<file path="src/rtl/vend_controller.sv">
// Vending controller: consumes the credit register's value, arbitrates buy/cancel,
// times the dispense pulse, computes change and pulses the credit clear.
module vend_controller #(
  parameter int              Width       = 8,
  parameter logic [Width:0]  PRICE0      = (Width+1)'(25),
  parameter logic [Width:0]  PRICE1      = (Width+1)'(50),
  parameter logic [Width:0]  PRICE2      = (Width+1)'(75),
  parameter logic [Width:0]  PRICE3      = (Width+1)'(100),
  parameter int              DISP_CYCLES = 4
) (
  input  logic             Clk,
  input  logic             Clr,
  input  logic [Width:0]   Credit,
  input  logic [1:0]       Sel,
  input  logic             Buy,
  input  logic             Cancel,
  output logic             Dispense,
  output logic [1:0]       ItemOut,
  output logic [Width:0]   Change,
  output logic             ChangeValid,
  output logic             ClrCredit,
  output logic             Insufficient,
  output logic             Busy
);

  typedef enum logic [2:0] {IDLE, CHECK, DISPENSE, CHANGE, DENY, REFUND} state_t;

  state_t         state;
  logic [7:0]     disp_cnt;
  logic [1:0]     sel_q;
  logic [Width:0] credit_q;
  logic [Width:0] price;
  logic           buy_d, cancel_d;
  logic           buy_rise, cancel_rise;

  assign buy_rise    = Buy & ~buy_d;
  assign cancel_rise = Cancel & ~cancel_d;

  // NOTE: price is assigned a default before the case so no latch is inferred.
  always_comb begin
    price = PRICE0;
    case (sel_q)
      2'd1:    price = PRICE1;
      2'd2:    price = PRICE2;
      2'd3:    price = PRICE3;
      default: price = PRICE0;
    endcase
  end

  always_ff @(posedge Clk) begin
    if (Clr) begin
      state        <= IDLE;
      disp_cnt     <= '0;
      sel_q        <= '0;
      credit_q     <= '0;
      // Edge history starts high so a button held through reset does not fire.
      buy_d        <= 1'b1;
      cancel_d     <= 1'b1;
      Dispense     <= 1'b0;
      ItemOut      <= '0;
      Change       <= '0;
      ChangeValid  <= 1'b0;
      ClrCredit    <= 1'b0;
      Insufficient <= 1'b0;
      Busy         <= 1'b0;
    end else begin
      buy_d    <= Buy;
      cancel_d <= Cancel;

      // NOTE: outputs decode the current state with non-blocking assignments,
      // so they appear one cycle after the state they describe.
      Dispense     <= (state == DISPENSE);
      ItemOut      <= (state == DISPENSE) ? sel_q : 2'd0;
      ChangeValid  <= (state == CHANGE) || (state == REFUND);
      ClrCredit    <= (state == CHANGE) || (state == REFUND);
      Insufficient <= (state == DENY);
      Busy         <= (state != IDLE);

      case (state)
        IDLE: begin
          // Cancel takes priority; a cancel with no credit is simply dropped.
          if (cancel_rise) begin
            if (Credit != '0) begin
              Change <= Credit;
              state  <= REFUND;
            end
          end else if (buy_rise) begin
            sel_q    <= Sel;
            credit_q <= Credit;
            state    <= CHECK;
          end
        end
        CHECK: begin
          if (credit_q >= price) begin
            disp_cnt <= 8'(DISP_CYCLES - 1);
            state    <= DISPENSE;
          end else begin
            state <= DENY;
          end
        end
        DISPENSE: begin
          if (disp_cnt == 8'd0) state <= CHANGE;
          else                  disp_cnt <= disp_cnt - 8'd1;
        end
        CHANGE: begin
          Change <= credit_q - price;
          state  <= IDLE;
        end
        DENY:    state <= IDLE;
        REFUND:  state <= IDLE;
        default: state <= IDLE;
      endcase
    end
  end

endmodule

</file>
<file path="config.mk">
export PLATFORM = sky130hd
export DESIGN_NAME = vend_controller
export DESIGN_NICKNAME = d
export VERILOG_FILES = /design/src/rtl/vend_controller.sv
export SDC_FILE = /design/constraint.sdc
export NUM_CORES = 1
export LEC_CHECK = 0
export ABC_AREA = 1
export BUFFER_PORTS_ARGS = -buffer_cell sky130_fd_sc_hd__buf_2
export CORE_AREA = 2 2 71 73
export DETAILED_ROUTE_END_ITERATION = 10
export DIE_AREA = 0 0 73 75
export GPL_ROUTABILITY_DRIVEN = 0
export PLACE_DENSITY = 0.8
export SLEW_MARGIN = 20
export SYNTH_ARGS = -nofsm -noshare
export SYNTH_HDL_FRONTEND = slang
export SYNTH_SLANG_ARGS = --single-unit
</file>
<file path="constraint.sdc">
create_clock -name Clk -period 2 [get_ports Clk]
set_input_delay 0.1 -clock Clk [delete_from_list [all_inputs] [get_ports Clk]]
set_output_delay 0.1 -clock Clk [all_outputs]
set_load 0.005 [all_outputs]
</file>
==> impl_metrics.csv <==
group,metric,value,unit
timing,setup_viol,13,
worst_hold_path,hold_class,"input port to flip-flop",
finish,fin_area,3170,um^2
timing,slew_viol_final,0,
global_routing,grt_antenna_before_repair,0,
route,vias,2365,
floorplan,die_w,73,um
timing,post-route-period-util,1.05,
cts,clkLatencyLatePin,310,ps
place,port_buffers,30,
timing,fin_worst_skew,7.49,ps
worst_setup_path,end_kind,"flip-flop",
floorplan,initial_core_util,0.511,
floorplan,die-area,5480,um^2
route,drt-initial-drc-count,123,
cts,htree_num_levels,2,
timing,worstMarginPinSlew,536,ps
worst_setup_path,worstPathArrival,2350,ps
place,hpwl,4140,um
cts,cts_tree,"done",
timing,rsz0062_at_grt,"yes",
route,vias_per_cell,5.16,
logic_synthesis,ys_seq_area_frac,0.328,
route,route.detailed.wl_per_inst,13.4,um
worst_setup_path,crit_fanout,6,
cts,numCtsBuffers,5,
logic_synthesis,muxShareOfSynthArea,0,
cts,cts_sinks,39,
finish,fillers,369,
power_and_ir_drop,leakage,1.50,nW
global_routing,track_usage,0.231,
logic_synthesis,syn-num-nets,372,
floorplan,core-area,4660,um^2
run_status,status,"finished, violations left",
timing,period_needed,2100,ps
logic_synthesis,synth_compound_area_frac,0.127,
cts,clk_pin_slew,80,ps
worst_setup_path,critPathKind,"flip-flop to flip-flop",
route,wirelength,6160,um
cts,clock_path_buffers,2,
global_routing,grt_pass1_vias,2130,
finish,drive_gt1_frac,0.351,
logic_synthesis,synth_cell_types,35,
floorplan,rows,25,
logic_synthesis,avgSynthCellArea,6.96,um^2
global_routing,gr-total-overflow,0,
finish,finalNetCount,433,
cts,cts-root-buf,"clkbuf_8",
power_and_ir_drop,vdd_ir_drop_max,0.000680,V
timing,fmax,476,MHz
finish,final_common_cell,"nand2_1",
global_routing,grt_max_degree,21,
timing,finalWorstSetupSlack,-99.1,ps
worst_setup_path,crit_path_top_delay_cell,"ha_1",
logic_synthesis,synthSimpleGateAreaFrac,0.347,
logic_synthesis,synth_top_family_by_area,"simple AND/OR/NAND/NOR gates",
floorplan,io_pins,31,
route,first_pass_iters,5,
logic_synthesis,synthCells,342,
timing,max-slew-margin-rel,0.642,
worst_setup_path,cp.required,2250,ps
logic_synthesis,synthXorXnorAreaFrac,0.0147,
job,maxCapViolations,0,
finish,layout_common_cells,"60 x nand2_1, 53 x nor2_1, 37 x dfxtp_1",
route,drc,0,
worst_setup_path,start_kind,"flip-flop",
place,postPlaceCellArea,2750,um^2
run_status,violations,"setup timing",
route,drtAntennaViolNets,0,
floorplan,die_h,75,um
global_routing,grt_pass1_wl,9570,um
worst_setup_path,path_cells,"buf_6, buf_4, ha_1, nand2_1, nand2_1, inv_1, nand3_2, nand2_2, nand3_4, buf_12, nand2_8, nand2_2, a21oi_2",
logic_synthesis,synthAdderAreaFrac,0.0820,
finish,area_delta_synth_final,32.9,%
logic_synthesis,syn_area,2380,um^2
finish,diodes,0,
worst_setup_path,cpLargestDelayFamily,"simple AND/OR/NAND/NOR gates",
timing,hold_viol,0,
logic_synthesis,ys_warn_count,0,
power_and_ir_drop,p_per_area,1260,nW/um^2
worst_setup_path,cpPeakStageDelay,350,ps
worst_setup_path,path_buf_inv,4,
logic_synthesis,synth-seq-cells,39,
finish,fin_util,0.679,
## through the flow
stage	hold WS [ps]	setup WS, ps	setup TNS [ps]	std cells	power [W]
final	55.7	-99.1	-718	458	0.00398
after global routing	73.8	-163	-1890	458	0.00428
after CTS	57.3	-42.7	-169	458	0.00384
after detailed placement	288	-157	-1500	441	0.00298
after global placement	282	-51.1	-335	441	0.00293
after floorplan	196	2.68	0	342	0.00246
## path summary, 6_finish.rpt
check,start,slack [ps],endpoint,depth (start not counted)
setup / recovery,sel_q[1],-100,disp_cnt[2],13
hold / removal,Credit[8],60,credit_q[8],3
setup reg to reg,sel_q[1],-100,disp_cnt[2],13
hold reg to reg,Change[0],480,Change[0],2
## metal layers
layer,GRT usage,routed length (um),part of all wire
met5,0,0,0
met1,0.302,2790,0.45
met2,0.379,2850,0.46
met4,0.0864,178,0.029
met3,0.0442,332,0.054
## timing repair
item	CTS	global route
endpoints found under the setup margin	16	17
pin swaps	12	18
gates resized for setup	27	20
endpoints found under the hold margin	2	0
setup buffers	5	0
hold buffers	2	0
gates cloned	2	0
## worst reg2reg max path, cell delays in order (launching register included)
cell     delay, ps
dfxtp_2        340
buf_6          120
buf_4          140
ha_1           360
nand2_1        100
nand2_1         90
inv_1          110
nand3_2        120
nand2_2        100
nand3_4        110
buf_12         180
nand2_8         80
nand2_2         60
a21oi_2        130
## registers in the layout, summed over array words and instances (netlist names), 2 cells and up
| signal | count |
|---|---|
| ItemOut | 2 |
| disp_cnt | 8 |
| state | 3 |
| sel_q | 2 |
| credit_q | 9 |
| Change | 9 |
## cell families after synthesis
| family | after synthesis |
|---|---|
| buffers and inverters | 56 |
| flip-flops | 39 |
| adder cells (fa/ha/maj) | 15 |
| AO/OA/AOI/OAI | 50 |
| AND/OR/NAND/NOR | 178 |
| XOR/XNOR | 4 |
## layout make-up
class                   instances  area [um^2]  share of cell area
clock inverters                 3         43.8              0.0138
well taps                      54         67.6              0.0213
multi-input cells             248         1580               0.499
clock buffers                   5         68.8              0.0217
repair buffers                 61          424               0.134
inverters                      48          196              0.0621
flip-flops and latches         39          786               0.248
## report_power, final
part | switching (W) | internal [W]
logic | 0.00129 | 0.000957
registers | 0.000111 | 0.000941
clock network | 0.000308 | 0.000372
total | 0.00171 | 0.00227
## synthesized netlist by cell type, drive strengths merged
cell / n / area share
o21bai: 2 / 0.0063
clkbuf: 3 / 0.0047
nand2: 78 / 0.14
xnor2: 2 / 0.0074
o31ai: 1 / 0.0032
o21ai: 22 / 0.046
nor2: 60 / 0.11
or2: 1 / 0.0026
and2: 1 / 0.0026
nand4: 3 / 0.0079
nand3: 26 / 0.057
dfxtp: 39 / 0.33
nor3b: 1 / 0.0032
inv: 47 / 0.074
ha: 14 / 0.074
nor3: 8 / 0.022
buf: 5 / 0.015
bufinv: 1 / 0.0074
xor2: 2 / 0.0074
fa: 1 / 0.0084
a21oi: 25 / 0.071
Note: power is estimated with default switching activity, not from simulation.
